===== config.mk =====
export PLATFORM = sky130hd
export DESIGN_NAME = button_conditioner
export DESIGN_NICKNAME = d
export VERILOG_FILES = /design/src/rtl/btn_cond_pkg.sv /design/src/rtl/btn_channel.sv /design/src/rtl/button_conditioner.sv
export SDC_FILE = /design/constraint.sdc
export NUM_CORES = 1
export LEC_CHECK = 0
export CELL_PAD_IN_SITES_DETAIL_PLACEMENT = 0
export CELL_PAD_IN_SITES_GLOBAL_PLACEMENT = 1
export CORE_MARGIN = 5
export CORE_UTILIZATION = 46
export DETAILED_ROUTE_END_ITERATION = 10
export HOLD_SLACK_MARGIN = 0.08
export PLACE_DENSITY = 0.75
export SYNTH_ARGS = -nofsm -noshare
export SYNTH_HDL_FRONTEND = slang
export SYNTH_SLANG_ARGS = --single-unit

===== constraint.sdc =====
create_clock -name clk -period 2.9 [get_ports clk]
set_input_delay 0.58 -clock clk [delete_from_list [all_inputs] [get_ports clk]]
set_output_delay 0.58 -clock clk [all_outputs]
set_load 0.05 [all_outputs]

===== src/rtl/btn_cond_pkg.sv =====
// Shared types, default timing constants and width helpers for the button conditioner.
package btn_cond_pkg;

  typedef enum logic [1:0] {
    ST_IDLE   = 2'd0,
    ST_HOLD   = 2'd1,
    ST_REPEAT = 2'd2
  } ch_state_e;

  localparam int DEF_NUM_BTN         = 4;
  localparam int DEF_CLK_HZ          = 50_000_000;
  localparam int DEF_DEBOUNCE_MS     = 20;
  localparam int DEF_REPEAT_DELAY_MS = 500;
  localparam int DEF_REPEAT_RATE_MS  = 100;

  function automatic int max_int(input int a, input int b);
    return (a > b) ? a : b;
  endfunction

  // Bits needed to hold 0..max_val inclusive.
  function automatic int cnt_w(input int max_val);
    return (max_val < 1) ? 1 : $clog2(max_val + 1);
  endfunction

endpackage


===== src/rtl/btn_channel.sv =====
// One button: 2-flop synchronizer, press/release debounce FSM and, with AUTO_REPEAT_EN
// defined, a hold-to-repeat counter. Emits a registered one-cycle req per command.
module btn_channel
  import btn_cond_pkg::*;
#(
  parameter int DEBOUNCE_MS     = DEF_DEBOUNCE_MS,
  parameter int REPEAT_DELAY_MS = DEF_REPEAT_DELAY_MS,
  parameter int REPEAT_RATE_MS  = DEF_REPEAT_RATE_MS
) (
  input  logic clk,
  input  logic rst,
  input  logic btn_n_i,
  input  logic ms_tick_i,
  output logic level_o,
  output logic req_o
);

  localparam int DB_W = cnt_w(DEBOUNCE_MS);
  localparam logic [DB_W-1:0] DB_LAST = DB_W'(DEBOUNCE_MS - 1);

  if (DEBOUNCE_MS < 1 || REPEAT_DELAY_MS < 1 || REPEAT_RATE_MS < 1) begin : g_bad_timing
    $error("btn_channel: timing parameters must be >= 1");
  end

  logic [1:0] sync_q;
  logic       pressed;
  ch_state_e  state_q;
  logic [DB_W-1:0] db_q;
  logic       level_q;
  logic       req_q;
  logic       rel_done;

  always_ff @(posedge clk or posedge rst) begin
    if (rst) sync_q <= 2'b11;
    else     sync_q <= {sync_q[0], btn_n_i};
  end

  always_comb begin
    pressed  = ~sync_q[1];
    rel_done = ~pressed & ms_tick_i & (db_q == DB_LAST);
  end

`ifdef AUTO_REPEAT_EN
  localparam int RP_W = cnt_w(max_int(REPEAT_DELAY_MS, REPEAT_RATE_MS));
  localparam logic [RP_W-1:0] RP_DELAY_LAST = RP_W'(REPEAT_DELAY_MS - 1);
  localparam logic [RP_W-1:0] RP_RATE_LAST  = RP_W'(REPEAT_RATE_MS - 1);

  logic [RP_W-1:0] rp_q;
  logic [RP_W-1:0] rp_last;

  always_comb rp_last = (state_q == ST_REPEAT) ? RP_RATE_LAST : RP_DELAY_LAST;
`endif

  always_ff @(posedge clk or posedge rst) begin
    if (rst) begin
      state_q <= ST_IDLE;
      db_q    <= '0;
      level_q <= 1'b0;
      req_q   <= 1'b0;
`ifdef AUTO_REPEAT_EN
      rp_q    <= '0;
`endif
    end else begin
      req_q <= 1'b0;
      case (state_q)
        ST_IDLE: begin
          if (!pressed) begin
            db_q <= '0;
          end else if (ms_tick_i) begin
            if (db_q == DB_LAST) begin
              req_q   <= 1'b1;
              level_q <= 1'b1;
              db_q    <= '0;
`ifdef AUTO_REPEAT_EN
              rp_q    <= '0;
`endif
              state_q <= ST_HOLD;
            end else begin
              db_q <= db_q + 1'b1;
            end
          end
        end
        default: begin
          if (pressed)        db_q <= '0;
          else if (ms_tick_i) db_q <= db_q + 1'b1;
          // Release acceptance takes precedence over a repeat expiring on the same tick.
          if (rel_done) begin
            level_q <= 1'b0;
            db_q    <= '0;
`ifdef AUTO_REPEAT_EN
            rp_q    <= '0;
`endif
            state_q <= ST_IDLE;
          end
`ifdef AUTO_REPEAT_EN
          else if (ms_tick_i) begin
            if (rp_q == rp_last) begin
              req_q   <= 1'b1;
              rp_q    <= '0;
              state_q <= ST_REPEAT;
            end else begin
              rp_q <= rp_q + 1'b1;
            end
          end
`endif
        end
      endcase
    end
  end

  assign level_o = level_q;
  assign req_o   = req_q;

endmodule


===== src/rtl/button_conditioner.sv =====
// Debounced pushbutton conditioner: shared 1 ms prescaler, NUM_BTN channels and a
// one-pulse-per-cycle priority arbiter. Optional hold-to-repeat via `define AUTO_REPEAT_EN.
module button_conditioner
  import btn_cond_pkg::*;
#(
  parameter int NUM_BTN         = DEF_NUM_BTN,
  parameter int CLK_HZ          = DEF_CLK_HZ,
  parameter int DEBOUNCE_MS     = DEF_DEBOUNCE_MS,
  parameter int REPEAT_DELAY_MS = DEF_REPEAT_DELAY_MS,
  parameter int REPEAT_RATE_MS  = DEF_REPEAT_RATE_MS
) (
  input  logic               clk,
  input  logic               rst,
  input  logic [NUM_BTN-1:0] btn_n,
  output logic [NUM_BTN-1:0] btn_level,
  output logic [NUM_BTN-1:0] cmd_pulse,
  output logic [NUM_BTN-1:0] cmd_pulse_n
);

  localparam int TICK_DIV = CLK_HZ / 1000;
  localparam int TICK_W   = cnt_w(TICK_DIV - 1);
  localparam logic [TICK_W-1:0] TICK_LAST = TICK_W'(TICK_DIV - 1);

  if (TICK_DIV < 2 || (CLK_HZ % 1000) != 0) begin : g_bad_div
    $error("button_conditioner: CLK_HZ/1000 must be an integer >= 2");
  end

  logic [TICK_W-1:0]  presc_q, presc_d;
  logic               ms_tick;
  logic [NUM_BTN-1:0] req_w, level_w;
  logic [NUM_BTN-1:0] pend_q, pend_d, want, grant;
  logic [NUM_BTN-1:0] pulse_q, pulse_n_q;

  always_comb begin
    ms_tick = (presc_q == TICK_LAST);
    presc_d = ms_tick ? '0 : presc_q + 1'b1;
  end

  for (genvar i = 0; i < NUM_BTN; i++) begin : g_ch
    btn_channel #(
      .DEBOUNCE_MS    (DEBOUNCE_MS),
      .REPEAT_DELAY_MS(REPEAT_DELAY_MS),
      .REPEAT_RATE_MS (REPEAT_RATE_MS)
    ) u_ch (
      .clk      (clk),
      .rst      (rst),
      .btn_n_i  (btn_n[i]),
      .ms_tick_i(ms_tick),
      .level_o  (level_w[i]),
      .req_o    (req_w[i])
    );
  end

  // Fresh reqs join the pending set the same cycle so an uncontended req pulses next cycle.
  always_comb begin
    want   = pend_q | req_w;
    grant  = want & (~want + 1'b1);
    pend_d = want & ~grant;
  end

  always_ff @(posedge clk or posedge rst) begin
    if (rst) begin
      presc_q   <= '0;
      pend_q    <= '0;
      pulse_q   <= '0;
      pulse_n_q <= '1;
    end else begin
      presc_q   <= presc_d;
      pend_q    <= pend_d;
      pulse_q   <= grant;
      pulse_n_q <= ~grant;
    end
  end

  assign btn_level   = level_w;
  assign cmd_pulse   = pulse_q;
  assign cmd_pulse_n = pulse_n_q;

endmodule


==> results.yml, run 1 <==
outcome:
  status: "finished, final reports clean"
synthesis:
  synth_top_area_cell: "dfrtp_1"
  synthCells: 259
  ys.warnings.count: 0
  synthFlopType: "dfrtp_1"
  synth_area_leaders: "dfrtp_1 46%, dfstp_2 11%, xor2_1 4.1%"
  synth-seq-cells: 63
  yosysSeqAreaShare_pct: 57.1
  avgSynthCellArea_um2: 10.8
  syn_area_um2: 2790
  yosysUniqueCellTypes: 34
  synth_edf_count: 0
  async_flop_share_pct: 100
  synth_nets: 270
  synth.top_cell.area_share_pct: 45.8
routing:
  wire_per_inst_um: 13.6
  num_vias: 1885
  drc: 0
  viasPerCell: 5.25
  ant_nets: 0
  drt_iter0_drc: 104
  dr.pass1.iters: 4
  wirelength_um: 4890
cts:
  tritoncts: "yes"
  clockBufferDepth: 2
  worstSkewPairLatency_ps: 330
  path_clk_slew_ps: 70
  cts_root_buf: "clkbuf_8"
  cts_setup_buffers: 0
  cts.htree.levels: 3
  numCtsBuffers: 9
  hold_buffers: 0
  clock-sinks: 63
  ctsResizeCount: 0
cells_and_area:
  fin_nets: 290
  utilization_pct: 55.1
  diodes: 0
  drive_gt1_share_pct: 11.6
  area_growth_pct: 17.1
sta:
  fin_tns_setup_ps: 0
  slew_headroom_pct: 40.4
  tightest_slew_ps: 881
  fmax_ghz: 0.386
  slew_violations: 0
  fin_worst_skew_ps: 7.22
  hold_viol: 0
  period_share_pct: 89.4
  setup_slack_ps: 307
  holdWs_ps: 352
  setup_violations: 0
  period_minus_slack_ps: 2590
  rsz0062_at_grt: "no"
worst_setup_path:
  slowest_delay_ps: 860
  required_ps: 3160
  crit_fanout: 19
  startpoint_type: "flop"
  crit_chain: "or4b_1 -> or4_1 -> or3_1 -> a21oi_1"
  crit_type: "reg -> reg"
  critical-path-slowest-cell: "or4_1"
  worstPathArrival_ps: 2850
  crit_path_end_kind: "flop"
power:
  ir_drop_mv: 0.310
  power-per-cell-area_nw_per_um2: 544
  p_leak_nw: 1.38
global_routing:
  grt_use_total_pct: 14.5
  overflow: 0
  grt_pass1_wl_um: 8550
  grt_pass1_vias: 1762
  antenna_found_initial: 0
  grt_max_degree: 44
floorplanning:
  dieArea_um2: 7710
  row_count: 28
  io_pins: 18
  fp.dieW_um: 87.8
  coreArea_um2: 5920
  die_h_um: 87.8
  start_util_pct: 47.1
job:
  max_cap_viol_count: 0
placed_design:
  dp_hpwl_um: 3300
  pre_cts_ws_ps: 292
  gp_congestion: 0.721
  portBuffers: 17
worst_hold_path:
  hold_path_class: "reg -> reg"
## flip-flops by register name, indices dropped and copies added (netlist names)
register and flops:
g_ch.u_ch.db_q 20, presc_q 16, g_ch.u_ch.sync_q 8, cmd_pulse 4
cmd_pulse_n 4, g_ch.u_ch.req_o 4, g_ch.u_ch.state_q 3, pend_q 3
g_ch.u_ch.level_o 1
## cell families (layout without fill, tap and decap cells)
| kind of cell | Yosys count | after routing | share of synthesized area, % |
|---|---|---|---|
| AND/OR/NAND/NOR | 114 | 114 | 22.8 |
| multiplexers | 8 | 8 | 2.87 |
| adder cells (fa/ha/maj) | 5 | 5 | 2.25 |
| flip-flops | 63 | 63 | 57.1 |
| buffers and inverters | 18 | 43 | 3.10 |
| AO/OA/AOI/OAI | 35 | 35 | 6.83 |
| XOR/XNOR | 16 | 16 | 5.03 |
## synth_stat cells, types with 8 or more instances
library cell   n
dfrtp_1       51
nor2_1        28
nand2_1       19
a21oi_1       17
xor2_1        13
dfstp_2       12
nand3b_1      11
nand3_1       10
a31oi_1        8
mux2i_1        8
nand4_1        8
o21ai_0        8
or3_1          8
## routing by layer
metal / GRT usage [%] / up-vias / wire length (µm)
met5: 0 / - / 0
met3: 6.21 / 6 / 192
met1: 20.7 / 893 / 2500
met4: 4.60 / 0 / 55
li1: - / 963 / -
met2: 20.1 / 23 / 2140
## cells in the final DEF (no fill, tap or decap), drive strengths merged, types with 2 or more instances in the layout
master and n:
a31oi 8, nor4 6, dfstp 12, nor3 6, o21ai 8, inv 6
mux2i 8, nor4bb 4, or3 8, nand3 10, and2 3, clkdlybuf4s50 17
buf 4, nand3b 11, xnor2 3, nand4bb 3, bufinv 2, ha 5
nand4 8, a21oi 17, nand2 19, or4 2, clkbuf 13, nor2 28
xor2 13, dfrtp 51, and3 2
## where the power goes
group	switching, mW	total, mW	internal, mW
clock	0.317	0.848	0.530
combinational	0.0223	0.0325	0.0102
sequential	0.00378	0.893	0.889
total	0.343	1.77	1.43
## worst max-delay path, delay by kind of cell, from the launching register on
kind               cells  cell delay (ps)
DFF                    1              410
and+or+nand+nor        3             1970
AOI/OAI and AO/OA      1              150
## path summary, 6_finish.rpt
kind                                         from                      end  slack (ps)  cells past startpoint
setup / recovery                       presc_q[7]     g_ch[3].u_ch.db_q[3]         310                      4
min in group asynchronous                     rst  g_ch[3].u_ch.state_q[0]         580                      2
hold / removal             g_ch[1].u_ch.sync_q[0]   g_ch[1].u_ch.sync_q[1]         350                      0
hold reg to reg            g_ch[1].u_ch.sync_q[0]   g_ch[1].u_ch.sync_q[1]         350                      0
setup reg to reg                       presc_q[7]     g_ch[3].u_ch.db_q[3]         310                      4
max in group asynchronous                     rst   g_ch[2].u_ch.sync_q[0]        1670                      3
## layout make-up
type                            instances  area [µm²]
Clock buffer                           13         159
Clock inverter                          3        65.1
Fill cell                             507        2660
Inverter                                6        22.5
Multi-Input combinational cell        178        1120
Sequential cell                        63        1590
Tap cell                               75        93.8
Timing Repair Buffer                   21         213
## through the flow
stage / area, µm² / std cells / total power [mW]
detailed placement: 3040 / 343 / 0.943
global route: 3260 / 359 / 1.85
global placement: 3040 / 343 / 0.943
CTS: 3260 / 359 / 1.80
finish: 3260 / 359 / 1.77
floorplan: 2790 / 259 / 0.925
Note: power is estimated with default switching activity, not from simulation.
==> run 2: changes to the inputs <==
Settings changed: CELL_PAD_IN_SITES_DETAIL_PLACEMENT 0 to 1, CELL_PAD_IN_SITES_GLOBAL_PLACEMENT 1 to 2, CORE_MARGIN 5 to 2, CORE_UTILIZATION 46 to 39, PLACE_DENSITY 0.75 to 0.76, SKIP_LAST_GASP from default to 1.
==> run 2 against run 1 <==
Compared with the run above: utilization shrank 7.2 points; sequential cell count is the same; fmax down 1.7%; clock-buffer cell count shrank 1; critical path depth is the same; design area up 0.77%; cell count up 6.1%; wire length rose by 16%; largest cell class unchanged; combinational power increased by 2%; via count rose by 5.6%; worst setup slack got worse by 45 ps.
==> results.yml, run 2 (synthesis results as in run 1) <==
routing:
  ant_nets: 0
  drc: 0
  viasPerCell: 5.23
  num_vias: 1991
  wirelength_um: 5670
  dr.pass1.iters: 4
  wire_per_inst_um: 14.9
  drt_iter0_drc: 61
cells_and_area:
  final_cell_mix: "51 x dfrtp_1, 28 x nor2_1, 19 x nand2_1"
  fin_nets: 291
  diodes: 0
  reg_top3: "g_ch.u_ch.db_q x20, presc_q x16, g_ch.u_ch.sync_q x8"
  largest_reg_flops: 20
  area_growth_pct: 18.0
  drive_gt1_share_pct: 11.9
  regMostFlops: "g_ch.u_ch.db_q"
  layout_commonest_cell: "dfrtp_1"
cts:
  tritoncts: "yes"
  numCtsBuffers: 9
  hold_buffers: 0
  clock-sinks: 63
  path_clk_slew_ps: 60
  clockBufferDepth: 2
  cts.htree.levels: 3
  ctsResizeCount: 0
  worstSkewPairLatency_ps: 330
  cts_root_buf: "clkbuf_8"
  cts_setup_buffers: 0
sta:
  rsz0062_at_grt: "no"
  period_share_pct: 90.9
  slew_violations: 0
  fin_worst_skew_ps: 6.38
  holdWs_ps: 354
  hold_viol: 0
  fin_tns_setup_ps: 0
  tightest_slew_ps: 887
  period_minus_slack_ps: 2640
  slew_headroom_pct: 40.0
  setup_violations: 0
  fmax_ghz: 0.379
outcome:
  status: "finished, final reports clean"
global_routing:
  grt_use_total_pct: 16.5
  overflow: 0
  antenna_found_initial: 0
  grt_pass1_vias: 2010
  grt_max_degree: 46
  grt_pass1_wl_um: 9780
worst_setup_path:
  worstPathArrival_ps: 2890
  crit_type: "reg -> reg"
  startpoint_type: "flop"
  required_ps: 3150
  crit_path_end_kind: "flop"
  crit_fanout: 19
job:
  max_cap_viol_count: 0
floorplanning:
  row_count: 30
  start_util_pct: 40.6
  die_h_um: 88.5
  coreArea_um2: 6870
  dieArea_um2: 7840
  io_pins: 18
  fp.dieW_um: 88.5
power:
  ir_drop_mv: 0.230
  p_leak_nw: 1.38
  power-per-cell-area_nw_per_um2: 535
placed_design:
  dp_hpwl_um: 3890
  gp_congestion: 0.750
  portBuffers: 17
worst_hold_path:
  hold_path_class: "reg -> reg"
[run 2: changes by cell type in the layout (fill, tap and decap cells not counted)]
cell,before,now
buf_4,3,4
clkbuf_8,11,10
clkinv_2,1,2
[run 2: report_power, final]
group	leakage, nW	switching (mW)	total [mW]	internal (mW)
Clock	0.110	0.326	0.831	0.505
Combinational	0.445	0.0230	0.0332	0.0102
Sequential	0.825	0.00347	0.893	0.889
Total	1.38	0.353	1.76	1.40
[run 2: worst paths after layout]
path	slack, ps	endpoint	start	depth (start not counted)
min reg2reg	350	g_ch[3].u_ch.sync_q[1]	g_ch[3].u_ch.sync_q[0]	0
max reg2reg	260	g_ch[3].u_ch.db_q[3]	presc_q[7]	4
min	350	g_ch[3].u_ch.sync_q[1]	g_ch[3].u_ch.sync_q[0]	0
max	260	g_ch[3].u_ch.db_q[3]	presc_q[7]	4
max in group asynchronous	1690	g_ch[2].u_ch.sync_q[0]	rst	3
min in group asynchronous	570	g_ch[3].u_ch.state_q[0]	rst	2
[run 2: worst max-delay path, stage by stage, from the launching register on]
cell and delay [ps]:
dfrtp_1 420, or4b_1 670, or4_1 850, or3_1 440
a21oi_1 170
[run 2: through the flow]
| stage | worst slack, ps | cells | util [%] | power (mW) | instance area [µm²] |
|---|---|---|---|---|---|
| final | 263 | 381 | 47.9 | 1.76 | 3290 |
| after floorplan | 675 | 259 | - | 0.925 | 2790 |
| after CTS | 262 | 381 | 47.9 | 1.79 | 3290 |
| after detailed placement | 282 | 365 | 44.7 | 0.944 | 3070 |
| after global placement | 367 | 365 | 44.7 | 0.944 | 3070 |
| after global routing | 126 | 381 | 47.9 | 1.82 | 3290 |
[run 2: final cells by class]
cell class | count | area [µm²]
well taps | 96 | 120
repair buffers | 22 | 220
multi-input cells | 178 | 1120
clock buffers | 12 | 145
clock inverters | 4 | 70.1
flip-flops and latches | 63 | 1590
inverters | 6 | 22.5
fillers | 774 | 3580
[run 2: layer usage]
metal  global-route usage [%]  wire length [µm]  vias to the layer above  part of all wire, %
met1                     22.0              2760                      994                   49
met5                        0                 0                        -                    0
met3                     5.32               154                       14                  2.7
met2                     25.2              2670                       24                   47
li1                         -                 -                      959                    -
met4                     6.06                85                        0                  1.5
